**src/rtl/demux_sched.sv**
```systemverilog
// demux_sched: round-robin scheduler driving the E/s1/s2 inputs of a 1-to-4
// demultiplexer. It grants one requesting channel at a time for at most
// HOLD_MAX cycles. Consecutive grants are separated by one E-low cycle.
// All outputs come straight from flops, so the demux selects never glitch.
//
// State table:
//   state | meaning
//   IDLE  | no grant; E=0, busy=0, selects keep their last value
//   GRANT | channel {s2,s1} owns the demux; E=1
//   GAP   | one E-low cycle after a grant; grant_done=1, re-arbitrate
//
// Ports:
//   clk         in   system clock, rising edge
//   rst         in   synchronous reset, active high
//   en          in   global enable; low blocks new grants and ends a grant
//   req[3:0]    in   level requests, bit n = channel n
//   E           out  demux enable, high while a grant is active
//   s1, s2      out  channel select LSB / MSB
//   busy        out  high whenever the state is not IDLE
//   grant_done  out  one-cycle pulse in the cycle after a grant ends
module demux_sched #(
    parameter int HOLD_MAX = 8,
    parameter int CW       = 8
) (
    input  logic       clk,
    input  logic       rst,
    input  logic       en,
    input  logic [3:0] req,
    output logic       E,
    output logic       s1,
    output logic       s2,
    output logic       busy,
    output logic       grant_done
);

    typedef enum logic [1:0] {IDLE, GRANT, GAP} state_t;

    localparam logic [CW-1:0] HOLD_LIM = CW'(HOLD_MAX);

    state_t        state;
    logic [1:0]    last;
    logic [CW-1:0] cnt;
    logic [1:0]    pick;
    logic          pick_vld;
    logic [1:0]    cand;
    logic [1:0]    ch;
    logic          release_grant;

    // Scan upward from the channel after the last one granted, wrapping at 3,
    // so a channel that keeps requesting waits for every other requester.
    always_comb begin
        pick     = '0;
        pick_vld = 1'b0;
        cand     = '0;
        for (int i = 0; i < 4; i++) begin
            cand = last + 2'(i + 1);
            if (!pick_vld && req[cand]) begin
                pick     = cand;
                pick_vld = 1'b1;
            end
        end
    end

    assign ch            = {s2, s1};
    assign release_grant = !req[ch] || (cnt == HOLD_LIM) || !en;

    always_ff @(posedge clk) begin
        if (rst) begin
            state      <= IDLE;
            E          <= 1'b0;
            s1         <= 1'b0;
            s2         <= 1'b0;
            busy       <= 1'b0;
            grant_done <= 1'b0;
            last       <= 2'd3;
            cnt        <= '0;
        end else begin
            grant_done <= 1'b0;
            unique case (state)
                IDLE, GAP: begin
                    if (en && pick_vld) begin
                        state    <= GRANT;
                        E        <= 1'b1;
                        {s2, s1} <= pick;
                        last     <= pick;
                        cnt      <= CW'(1);
                        busy     <= 1'b1;
                    end else begin
                        // Selects are deliberately left alone here.
                        state <= IDLE;
                        E     <= 1'b0;
                        busy  <= 1'b0;
                    end
                end
                GRANT: begin
                    if (release_grant) begin
                        state      <= GAP;
                        E          <= 1'b0;
                        grant_done <= 1'b1;
                        busy       <= 1'b1;
                    end else begin
                        cnt <= cnt + 1'b1;
                    end
                end
                default: begin
                    state <= IDLE;
                    E     <= 1'b0;
                    busy  <= 1'b0;
                end
            endcase
        end
    end

endmodule

```
**config.mk**
```make
export PLATFORM = sky130hd
export DESIGN_NAME = demux_sched
export DESIGN_NICKNAME = d
export VERILOG_FILES = /design/src/rtl/demux_sched.sv
export SDC_FILE = /design/constraint.sdc
export NUM_CORES = 1
export LEC_CHECK = 0
export BUFFER_PORTS_ARGS = -buffer_cell sky130_fd_sc_hd__buf_4
export CAP_MARGIN = 20
export CORE_MARGIN = 3
export CORE_UTILIZATION = 55
export CTS_CLUSTER_SIZE = 24
export DETAILED_ROUTE_END_ITERATION = 8
export GPL_ROUTABILITY_DRIVEN = 0
export GPL_TIMING_DRIVEN = 1
export PLACE_DENSITY = 0.77
export SLEW_MARGIN = 20
export SYNTH_ARGS = -nofsm -noshare
export SYNTH_HDL_FRONTEND = slang
export SYNTH_SLANG_ARGS = --single-unit
export TNS_END_PERCENT = 50
```
**constraint.sdc**
```tcl
create_clock -name clk -period 4 [get_ports clk]
set_clock_uncertainty 0.2 [all_clocks]
set_input_delay 0.8 -clock clk [delete_from_list [all_inputs] [get_ports clk]]
set_output_delay 0.8 -clock clk [all_outputs]
set_load 0.005 [all_outputs]
```
==> run_summary.xml <==
<?xml version="1.0" encoding="UTF-8"?>
<metrics>
  <group name="run_status">
    <metric name="run_status" unit="">complete, no violations</metric>
  </group>
  <group name="setup_path">
    <metric name="path_class" unit="">in2reg</metric>
    <metric name="critical_path_peak_fanout" unit="">7</metric>
    <metric name="crit_path_start_kind" unit="">input pin</metric>
    <metric name="critical_path.top_delay_family" unit="">simple AND/OR/NAND/NOR gates</metric>
    <metric name="worst-path-buf-inv" unit="">1</metric>
    <metric name="crit_path_top_delay_cell" unit="">sky130_fd_sc_hd__or4_1</metric>
    <metric name="crit-reg2reg-launch" unit="">cnt[1]</metric>
    <metric name="worst-r2r-setup-slack" unit="ns">1.95</metric>
    <metric name="worstPathRequired" unit="ns">3.98</metric>
    <metric name="nature_of_the_critical_path_endpoint" unit="">register</metric>
    <metric name="r2r.worst_path.cells" unit="">6</metric>
    <metric name="worstPathCellList" unit="">buf_4, or4_1, nand3b_1, nor2_1, a221o_1</metric>
    <metric name="critical_path.reg2reg.endpoint" unit="">cnt[1]</metric>
    <metric name="critical_path_arrival" unit="ns">2.14</metric>
    <metric name="critPathMaxStageDelay" unit="ns">0.54</metric>
  </group>
  <group name="global_route">
    <metric name="grt_first_pass_wirelength" unit="um">3100</metric>
    <metric name="grt_pass1_vias" unit="">681</metric>
    <metric name="overflow" unit="">0</metric>
    <metric name="antenna_found_initial" unit="">0</metric>
    <metric name="grt_usage" unit="%">21.0</metric>
    <metric name="pin_count_of_the_biggest_net_entering_global_routing" unit="">10</metric>
  </group>
  <group name="synthesis">
    <metric name="synth_top_area_share" unit="%">40.1</metric>
    <metric name="synth.distinct_cells" unit="">34</metric>
    <metric name="synthDominantAreaCellType" unit="">sky130_fd_sc_hd__dfxtp_1</metric>
    <metric name="synth_nets" unit="">103</metric>
    <metric name="syn_area_per_cell" unit="um2">9.02</metric>
    <metric name="post_synth_inst_count" unit="">94</metric>
    <metric name="yosys_warnings" unit="">0</metric>
    <metric name="synth.area.top_cells" unit="">sky130_fd_sc_hd__dfxtp_1 40%, sky130_fd_sc_hd__a21oi_1 5.3%, sky130_fd_sc_hd__o21ai_0 4.1%</metric>
    <metric name="synth_cell_area" unit="um2">848</metric>
    <metric name="ys_seq_area_share" unit="%">40.1</metric>
    <metric name="synth-seq-cells" unit="">17</metric>
  </group>
  <group name="die">
    <metric name="die_w" unit="um">45.3</metric>
    <metric name="fp.dieArea" unit="um2">2050</metric>
    <metric name="core_area" unit="um2">1370</metric>
    <metric name="design.portCount" unit="">12</metric>
    <metric name="placementRows" unit="">13</metric>
    <metric name="floorplan.initialDensity" unit="%">62.1</metric>
    <metric name="chipHeight" unit="um">45.3</metric>
  </group>
  <group name="route">
    <metric name="route.final.wire_length" unit="um">1760</metric>
    <metric name="initialDrtViolationCount" unit="">37</metric>
    <metric name="drc" unit="">0</metric>
    <metric name="drtPass1Iterations" unit="">4</metric>
    <metric name="drtAntennaViolNets" unit="">0</metric>
    <metric name="vias_per_cell" unit="">6.17</metric>
    <metric name="detailroute.via_count" unit="">753</metric>
    <metric name="routedWlPerCell" unit="um">14.4</metric>
  </group>
  <group name="cts">
    <metric name="clock_tree.buffer_depth" unit="">2</metric>
    <metric name="clk_root_buffer_cell" unit="">sky130_fd_sc_hd__clkbuf_4</metric>
    <metric name="clock_latency" unit="ns">0.29</metric>
    <metric name="cts.hold.buffers_added" unit="">0</metric>
    <metric name="post_cts.repair.setup_buffers" unit="">0</metric>
    <metric name="htree_levels" unit="">1</metric>
    <metric name="numCtsBuffers" unit="">3</metric>
    <metric name="cts_sinks" unit="">17</metric>
    <metric name="cts_tree" unit="">yes</metric>
    <metric name="clk_pin_slew" unit="ns">0.10</metric>
    <metric name="cts_resized" unit="">0</metric>
  </group>
  <group name="sta">
    <metric name="hold_violations" unit="">0</metric>
    <metric name="setup_violations" unit="">0</metric>
    <metric name="headroom_to_the_max_slew_limit" unit="%">73.3</metric>
    <metric name="grt_setup_unrepaired" unit="">no</metric>
    <metric name="fin_crit_sh" unit="%">54.0</metric>
    <metric name="max_freq" unit="MHz">463</metric>
    <metric name="drv_slew" unit="">0</metric>
    <metric name="fin_crit" unit="ns">2.16</metric>
    <metric name="totalNegativeSetupSlack" unit="ns">0</metric>
    <metric name="worst_slew_pin_slew" unit="ns">0.400</metric>
  </group>
  <group name="hold_path">
    <metric name="hold-path-cell-count" unit="">2</metric>
    <metric name="worst_hold_startpoint" unit="">cnt[7]</metric>
    <metric name="timing.hold.worst_endpoint" unit="">cnt[7]</metric>
    <metric name="min_path_type" unit="">reg2reg</metric>
  </group>
  <group name="placed_design">
    <metric name="dp.final_hpwl" unit="um">1360</metric>
    <metric name="dpl_cell_area" unit="um2">935</metric>
    <metric name="portBuffers" unit="">11</metric>
  </group>
  <group name="pwr">
    <metric name="powerDensity" unit="nW/um2">338</metric>
    <metric name="total_leakage_power" unit="nW">0.372</metric>
    <metric name="ir_drop" unit="V">0.000286</metric>
  </group>
  <group name="cells_and_area">
    <metric name="layout-drive-gt1-share" unit="%">17.8</metric>
    <metric name="area_delta_synth_final" unit="%">13.3</metric>
    <metric name="final_cell_area" unit="um2">961</metric>
    <metric name="antenna-diode-count" unit="">0</metric>
    <metric name="nNetsFinal" unit="">117</metric>
    <metric name="post-route-util" unit="%">70.3</metric>
  </group>
  <group name="job">
    <metric name="cap_violations" unit="">0</metric>
  </group>
</metrics>
## cells in the mapped netlist, drive strengths merged
cell type  number
a32o            1
a41o            1
inv             5
nand4           4
nor3            2
a21oi           9
mux4            1
mux2i           1
a31o            2
nand2           5
nand3b          2
or4             1
or3             3
and2            2
o21ai           7
and3            1
nor4b           1
or2b            1
ha              2
nand3           3
nand2b          2
nor2b           1
and3b           2
a2111oi         1
xor2            2
a31oi           3
o221a           1
dfxtp          17
a221o           1
buf             1
clkbuf          1
nor2            8
## sequential cells by signal, summed over array words and instances, names as in the netlist
| signal | cells |
|---|---|
| last | 2 |
| grant_done | 1 |
| s2 | 1 |
| cnt | 8 |
| s1 | 1 |
| E | 1 |
| busy | 1 |
| state | 2 |
## tightest hold or removal path: stages, from the launching register on
cell	delay, ns
sky130_fd_sc_hd__dfxtp_1	0.33
sky130_fd_sc_hd__o21ai_0	0.07
sky130_fd_sc_hd__a21oi_1	0.06
## cell families (layout without fill, tap and decap cells)
| family | count (synthesis) | after routing | share of synthesized area [%] |
|---|---|---|---|
| adder cells (fa/ha/maj) | 2 | 2 | 2.95 |
| multiplexers | 2 | 2 | 3.83 |
| AND/OR/NAND/NOR | 38 | 38 | 25.2 |
| XOR/XNOR | 2 | 2 | 2.07 |
| buffers and inverters | 7 | 20 | 3.98 |
| flip-flops | 17 | 17 | 40.1 |
| AO/OA/AOI/OAI | 26 | 26 | 21.8 |
## how the worst max path moves through the flow
stage,from,cells past startpoint,end
2_1_floorplan,req[3],5,cnt[1]
3_3_place_gp,req[3],5,cnt[1]
3_5_place_dp,req[3],5,last[1]
4_1_cts,req[3],5,last[1]
5_1_grt,req[3],5,cnt[6]
6_report,req[3],5,last[1]
## power by group
| part | internal [mW] | switching [mW] | leakage [nW] |
|---|---|---|---|
| registers | 0.177 | 0.00815 | 0.139 |
| logic | 0.0236 | 0.0253 | 0.218 |
| clock network | 0.0388 | 0.0517 | 0.0150 |
| total | 0.240 | 0.0852 | 0.372 |
## cell type report
cell class                      instances  area [um2]
Multi-Input combinational cell         70         474
Fill cell                             110         405
Sequential cell                        17         340
Timing Repair Buffer                   11        82.6
Clock buffer                            4        26.3
Inverter                                5        18.8
Tap cell                               15        18.8
## metal layers
metal	wire length, um	global-route usage [%]	up-vias	share of wire (%)
li1	-	-	373	-
met1	834	28.1	352	47
met2	786	33.1	24	45
met3	107	3.59	4	6.1
met4	29	8.77	0	1.6
met5	0	0	-	0
## cell usage in the layout, fill, tap and decap left out, drive strengths merged, types with 2 or more instances in the layout
cell type,netlist,final
nand4,4,4
nand3,3,3
clkbuf,1,4
a31oi,3,3
xor2,2,2
nand2b,2,2
and3b,2,2
or3,3,3
inv,5,5
nor2,8,8
ha,2,2
nand2,5,5
o21ai,7,7
and2,2,2
nor3,2,2
a31o,2,2
buf,1,11
a21oi,9,9
dfxtp,17,17
nand3b,2,2
## per-stage QoR
step	instances	power (mW)	setup WS, ns	hold WS (ns)
floorplan	94	0.218	1.72	0.258
global placement	118	0.236	1.58	0.264
detailed placement	118	0.238	1.55	0.286
CTS	122	0.325	1.85	0.300
global route	122	0.343	1.80	0.325
finish	122	0.325	1.84	0.295
Note: power is estimated with default switching activity, not from simulation.
